`src/rtl/inst_fetch_queue.sv`:
```
`default_nettype none
// ============================================================================
// Module      : inst_fetch_queue
// Description : Decoupling instruction queue between fetch and decode.
//               Accepts whole FETCH_WIDTH-wide fetch bundles (slot 0 oldest,
//               slot i PC = fetch_pc + 4*i), presents up to DEQ_WIDTH oldest
//               entries to decode in program order, and stalls fetch when a
//               full bundle no longer fits. A flush discards every entry.
// Ports       : clk          - clock, rising edge
//               reset        - asynchronous reset, active-low
//               fetch_valid  - fetch bundle valid
//               fetch_inst   - bundle instructions, slot i at [32*i +: 32]
//               fetch_pc     - PC of slot 0
//               fetch_stall  - hold fetch (from registered count only)
//               flush        - redirect: empty the queue
//               dec_valid    - dec_valid[i] set when entry head+i exists
//               dec_inst     - instruction at head+i, at [32*i +: 32]
//               dec_pc       - PC at head+i, at [INST_ADDR_WIDTH*i +: ...]
//               dec_take     - entries consumed by decode this cycle
//               occupancy    - current entry count
// Revision    : 1.0 - initial release
// ============================================================================
module inst_fetch_queue #(
  parameter int FETCH_WIDTH     = 2,
  parameter int DEQ_WIDTH       = 2,
  parameter int DEPTH           = 8,
  parameter int INST_ADDR_WIDTH = 32
) (
  input  logic                                 clk,
  input  logic                                 reset,
  input  logic                                 fetch_valid,
  input  logic [32*FETCH_WIDTH-1:0]            fetch_inst,
  input  logic [INST_ADDR_WIDTH-1:0]           fetch_pc,
  output logic                                 fetch_stall,
  input  logic                                 flush,
  output logic [DEQ_WIDTH-1:0]                 dec_valid,
  output logic [32*DEQ_WIDTH-1:0]              dec_inst,
  output logic [INST_ADDR_WIDTH*DEQ_WIDTH-1:0] dec_pc,
  input  logic [$clog2(DEQ_WIDTH+1)-1:0]       dec_take,
  output logic [$clog2(DEPTH+1)-1:0]           occupancy
);

  localparam int PTR_W  = $clog2(DEPTH);
  localparam int CNT_W  = $clog2(DEPTH+1);

  localparam logic [CNT_W-1:0] DEPTH_CNT = CNT_W'(DEPTH);
  localparam logic [CNT_W-1:0] FW_CNT    = CNT_W'(FETCH_WIDTH);
  localparam logic [CNT_W-1:0] DW_CNT    = CNT_W'(DEQ_WIDTH);
  localparam logic [PTR_W-1:0] FW_PTR    = PTR_W'(FETCH_WIDTH);

  // Entry storage; not reset, only entries below count are ever observed.
  logic [31:0]                inst_ram_q [DEPTH];
  logic [INST_ADDR_WIDTH-1:0] pc_ram_q   [DEPTH];

  logic [PTR_W-1:0] head_q,  head_d;
  logic [PTR_W-1:0] tail_q,  tail_d;
  logic [CNT_W-1:0] count_q, count_d;

  logic             enq;
  logic [CNT_W-1:0] free_slots;
  logic [CNT_W-1:0] take_req;
  logic [CNT_W-1:0] take_lim;
  logic [CNT_W-1:0] take_eff;

  // Stall looks only at the registered count: a same-cycle dequeue never
  // opens space for the bundle presented in that cycle.
  assign free_slots  = DEPTH_CNT - count_q;
  assign fetch_stall = free_slots < FW_CNT;
  assign enq         = fetch_valid && !fetch_stall && !flush;
  assign occupancy   = count_q;

  // take_eff = min(dec_take, count, DEQ_WIDTH); an empty queue yields 0.
  always_comb begin
    take_req = CNT_W'(dec_take);
    take_lim = (count_q < DW_CNT) ? count_q : DW_CNT;
    take_eff = (take_req < take_lim) ? take_req : take_lim;
  end

  always_comb begin
    head_d  = head_q;
    tail_d  = tail_q;
    count_d = count_q;
    if (flush) begin
      head_d  = '0;
      tail_d  = '0;
      count_d = '0;
    end else begin
      head_d  = head_q + PTR_W'(take_eff);
      if (enq) begin
        tail_d = tail_q + FW_PTR;
      end
      count_d = count_q + (enq ? FW_CNT : '0) - take_eff;
    end
  end

  always_ff @(posedge clk or negedge reset) begin
    if (!reset) begin
      head_q  <= '0;
      tail_q  <= '0;
      count_q <= '0;
    end else begin
      head_q  <= head_d;
      tail_q  <= tail_d;
      count_q <= count_d;
    end
  end

  // Bundle write: all slots land at tail..tail+FETCH_WIDTH-1, wrapping.
  always_ff @(posedge clk) begin
    if (enq) begin
      for (int i = 0; i < FETCH_WIDTH; i++) begin
        inst_ram_q[tail_q + PTR_W'(i)] <= fetch_inst[32*i +: 32];
        pc_ram_q[tail_q + PTR_W'(i)]   <= fetch_pc + INST_ADDR_WIDTH'(4*i);
      end
    end
  end

  // Decode view straight off the registered head; empty slots read as zero.
  generate
    for (genvar g = 0; g < DEQ_WIDTH; g++) begin : g_dec
      logic [PTR_W-1:0] rd_idx;
      assign rd_idx       = head_q + PTR_W'(g);
      assign dec_valid[g] = count_q > CNT_W'(g);
      assign dec_inst[32*g +: 32] =
        dec_valid[g] ? inst_ram_q[rd_idx] : 32'd0;
      assign dec_pc[INST_ADDR_WIDTH*g +: INST_ADDR_WIDTH] =
        dec_valid[g] ? pc_ram_q[rd_idx] : '0;
    end
  endgenerate

endmodule
`default_nettype wire

```
`config.mk`:
```
export PLATFORM = sky130hd
export DESIGN_NAME = inst_fetch_queue
export DESIGN_NICKNAME = d
export VERILOG_FILES = /design/src/rtl/inst_fetch_queue.sv
export SDC_FILE = /design/constraint.sdc
export NUM_CORES = 1
export LEC_CHECK = 0
export ABC_AREA = 1
export CAP_MARGIN = 20
export CORE_MARGIN = 2
export CORE_UTILIZATION = 50
export DETAILED_ROUTE_END_ITERATION = 10
export PLACE_DENSITY = 0.69
export SLEW_MARGIN = 10
export SYNTH_ARGS = -nofsm -noshare
export SYNTH_HDL_FRONTEND = slang
export SYNTH_SLANG_ARGS = --single-unit
```
`constraint.sdc`:
```
create_clock -name clk -period 8.6 [get_ports clk]
set_clock_uncertainty 0.05 [all_clocks]
set_input_delay 2.15 -clock clk [delete_from_list [all_inputs] [get_ports clk]]
set_output_delay 2.15 -clock clk [all_outputs]
set_load 0.02 [all_outputs]
```
* Word level (Yosys, flattened, before mapping)
Memories as Yosys holds them, arrays and structs flattened. Index checks and enable logic that the tools add are counted.
Storage, ports and cells: memories kept 2, register bits after elaboration 10, bits of input ports 102, output and inout bits 135, RAM bits 512
Memories:
- inst_ram_q | words 8, bits a word 32, rd ports 2, clocked after memory_dff 0, write ports 2, RTL line 52 | logic [31:0] inst_ram_q [DEPTH];
- pc_ram_q | words 8, bits a word 32, rd ports 2, clocked after memory_dff 0, write ports 2, RTL line 53 | logic [INST_ADDR_WIDTH-1:0] pc_ram_q [DEPTH];
Cells by class: multiplexer cells 13, reductions and logical operators 5, add/subtract/negate cells 8, order comparisons 5
Operators with widths (count):
- 32-bit 2-to-1 mux | 4
- 32-bit by 3-bit adder with 32-bit output, second input constant | 1
- 4-bit 2-to-1 mux | 3
- 3-bit 2-to-1 mux | 3
- 4-bit by 1-bit > comparator with 1-bit output, second input constant | 2
- 4-bit by 2-bit less-than comparator with 1-bit output, second input constant | 2
- 3-bit by 1-bit adder with 3-bit output, second input constant | 2
- 4-bit by 2-bit adder with 4-bit output | 1
- 2-bit by 4-bit less-than comparator with 1-bit output | 1
- 4-bit subtractor | 1
- 4-bit subtractor, first input constant | 1
- 3-bit by 2-bit adder with 3-bit output, second input constant | 1
- 3-bit adder | 1
- 1-bit logical AND | 2
- 1-bit logical NOT | 2
- 1-bit 2-to-1 mux | 2
- 2-bit 2-to-1 mux | 1
- 2-bit nonzero test | 1

* Depth between registers and ports, before layout
depth after elaboration 9, mapped depth 17

* Worst setup path after synthesis
Ideal clock, no wire load.
kind input to register, start point in fetch_valid, end point mem inst_ram_q[1][0], enable pin, arrival time 5.421 ns, path buffers 1, path slack 2.642 ns, cell stages on the path 3, cell sequence clkbuf_1 -> nand3_4 -> nor2_1
RTL lines:
- start: declaration | RTL line 31 | input logic fetch_valid,
- end: declaration | RTL line 52

* Worst setup path in the final report
start point reg head_q[0], end point out dec_pc[46]
On the way: cells in the longest elaborated chain, start to end 3
RTL lines:
- start: declaration | RTL line 55 | logic [PTR_W-1:0] head_q, head_d;
- start signal: assignment | RTL line 98 | head_q <= '0;
- start signal: assignment | RTL line 102 | head_q <= head_d;
- 3-bit by 1-bit adder with 3-bit output | RTL line 122 | assign rd_idx = head_q + PTR_W'(g);
- memory read 8 x 32 bit
- 32-bit 2-to-1 mux | RTL line 127 | dec_valid[g] ? pc_ram_q[rd_idx] : '0;
- end: declaration | RTL line 38 | output logic [INST_ADDR_WIDTH*DEQ_WIDTH-1:0] dec_pc,
No other way between the ends.

==> summary.txt <==
Floorplanning
  – Die X: ~250 µm
  – IO Count: about 240
  – Initial Utilization: between 50 and 60%
  – Die Area: 0.0627 mm²
  – Row count: 90
  – Core area: 0.0601 mm²
  – DIE HEIGHT: between 200 and 300 µm

Power and ir drop
  – Worst VDD drop: roughly 350 µV
  – P_leak: between 10 and 15 nW
  – Pwr Density: between 300 and 400 mW/mm²

Global route
  – First-pass GRT wire length: approximately 140 mm
  – Vias in the first global route: between 20000 and 25000
  – GR Overflow Total: 0
  – Largest net degree at the start of global routing: 201
  – GRT Util Overall: 28.1%
  – Initial antenna violation count: 4

CTS
  – Clock net sink count: 521
  – Hold-fix buffers at CTS: 0
  – Clock Tree Root: clkbuf_16
  – Max H-tree Level: 2
  – Clk Latency, worst-skew pair: 610 ps
  – Clock Pin Slew Worst Setup and Hold Paths: about 60 ps
  – Number of buffers created by CTS: 56
  – CTS tree: built
  – Post-CTS sizing: 0
  – CTS max path bufs: 3
  – Setup repair bufs after CTS: 0

Timing
  – Final Hold Viols: 0
  – Tcrit/Tclk final: between 70% and 80%
  – Achievable Freq: 0.146 GHz
  – Relative slew margins: between 20% and 30%
  – Final Max Tran Viols: 0
  – Tmin final: around 7000 ps
  – Final setup viols: 0
  – Least-Margin Pin Slew: between 1000 and 1500 ps
  – RSZ-0062 raised after global routing: no
  – Slack of the critical path: 1740 ps
  – Setup TNS: 0 ps

Synthesis
  – Yosys cell types: 27
  – Synth async-reset ratio: 1.73%
  – Syn avg cell area: ~8 µm²
  – Synth warnings: 0
  – Mapped cell area: a little over 0.03 mm²
  – Sequential share of the synthesized area: a little over 50%
  – Yosys reg bits: around 520
  – Post-synth top flop: edfxtp_1
  – Syn_nets: roughly 3900
  – Syn Inst Count: ~3800
  – Post-synth EDFFs: 512

Drt
  – 1st-iter DRT viols: 2606
  – Drt drc: 0
  – Via Count: approximately 26000
  – DRT Wirelength: between 90 and 100 mm
  – ANT nets after route: 0
  – Drt via density: approximately 5.6
  – Drt wl/cell: slightly below 20 µm
  – Drt pass-1 iters: 6

Placed design
  – Gp weighted congestion: ~0.85
  – DP Area: roughly 0.032 mm²
  – Buffers added on ports: between 200 and 250
  – Hpwl dp: about 50 mm
  – Setup Slack @ Placement: about 2400 ps

Cells and area
  – Design area: ~0.034 mm²
  – Layout cells sized above 1: 5.17%
  – Fill cells: about 5400
  – Nets: slightly below 4000
  – Commonest non-fill, non-tap cell in the layout: nand2_1
  – Commonest non-fill, non-tap cells in the layout: 1233 x nand2_1, 512 x edfxtp_1, 380 x a21oi_1
  – Area Growth Syn to Fin: 12.8%

Setup path
  – Worst Setup Path Type: register to output pin
  – Worst Setup Start Kind: register
  – CP required: 6400 ps
  – Worst Path Max Fanout: 90
  – Critical path capture point type: output pin
  – CP arrival: between 4000 and 5000 ps

Hold path
  – Min-delay worst type: register to register

Flow run
  – Max Cap Violations: 0

Outcome
  – Outcome: finished clean
-- per-layer routing --
| metal | wire length, µm | share of wire, % | vias to the layer above | GRT usage (%) |
|---|---|---|---|---|
| met1 | 36300 | 40 | 12200 | 36.5 |
| met2 | 43600 | 48 | 1229 | 48.0 |
| li1 | - | - | 12600 | - |
| met4 | 2610 | 2.9 | 0 | 9.89 |
| met5 | 0 | 0 | - | 0 |
| met3 | 7620 | 8.5 | 167 | 4.09 |
-- cells in the mapped netlist, drive strengths merged, types with 63 or more instances --
library cell,number,area share (%)
o211ai,66,1.6
edfxtp,512,51
clkbuf,201,2.5
or2,63,1.3
nor2,327,4.3
nand2,1234,15
nor3,63,1.0
a21oi,380,6.3
nand3,148,2.5
inv,234,2.9
buf,149,3.1
o21ai,390,6.4
-- worst max-delay path: stages, from the launching register on --
cell and delay, ps:
dfrtp_4 1040, ha_4 980, buf_4 570, a21oi_1 60, o21ai_0 110, a21oi_1 90, nor3_1 440, clkdlybuf4s50_1 710
-- state kept, by name, summed over array words and instances, names as in the netlist --
name,count
tail_q,2
pc_ram_q,256
occupancy,4
head_q,3
inst_ram_q,256
-- metrics by stage --
| step | instances | utilization, % | hold WS, ps | total power [mW] |
|---|---|---|---|---|
| floorplan | 3816 | - | 549 | 8.16 |
| detailed placement | 4527 | 54.0 | 602 | 11.0 |
| finish | 4633 | 56.9 | 615 | 13.4 |
| global placement | 4525 | 53.9 | 598 | 11.0 |
| global route | 4633 | 56.9 | 653 | 14.2 |
| CTS | 4629 | 56.9 | 610 | 13.4 |
-- where the power goes --
part,switching [mW],total [mW],internal (mW)
Combinational,4.98,7.73,2.75
Clock,1.01,2.37,1.35
Sequential,0.213,3.35,3.13
-- area by class of cell --
class	instances	area (µm²)	share of cell area, %
diodes	4	10.0	0.0292
clock buffers	70	1480	4.31
clock inverters	32	273	0.797
inverters	235	890	2.60
multi-input cells	2710	12200	35.7
flip-flops and latches	521	15600	45.6
well taps	782	978	2.86
repair buffers	279	2760	8.07
-- logic make-up (layout without fill, tap and decap cells) --
kind of cell / after synthesis / count (layout) / share of synthesized area [%]
other: 0 / 4 / 0
buffers and inverters: 585 / 616 / 8.49
flip-flops: 521 / 521 / 51.4
XOR/XNOR: 17 / 17 / 0.491
AO/OA/AOI/OAI: 836 / 836 / 14.3
AND/OR/NAND/NOR: 1839 / 1839 / 24.4
adder cells (fa/ha/maj): 18 / 18 / 0.817
-- path summary, 6_finish.rpt --
kind                       cells past startpoint                        to  slack, ps                   start
min in group asynchronous                      1     tail_q[1]$_DFFE_PN0N_       1790                   reset
min reg2reg                                    2     tail_q[2]$_DFFE_PN0N_        610   tail_q[2]$_DFFE_PN0N_
min                                            2     tail_q[2]$_DFFE_PN0N_        610   tail_q[2]$_DFFE_PN0N_
max                                            7                dec_pc[46]       1740     head_q[0]$_DFF_PN0_
max in group asynchronous                      1       head_q[2]$_DFF_PN0_       6370                   reset
max reg2reg                                   10  pc_ram_q[6][0]$_DFFE_PP_       5030  occupancy[1]$_DFF_PN0_
No activity file was read; power rests on OpenSTA's default activity.
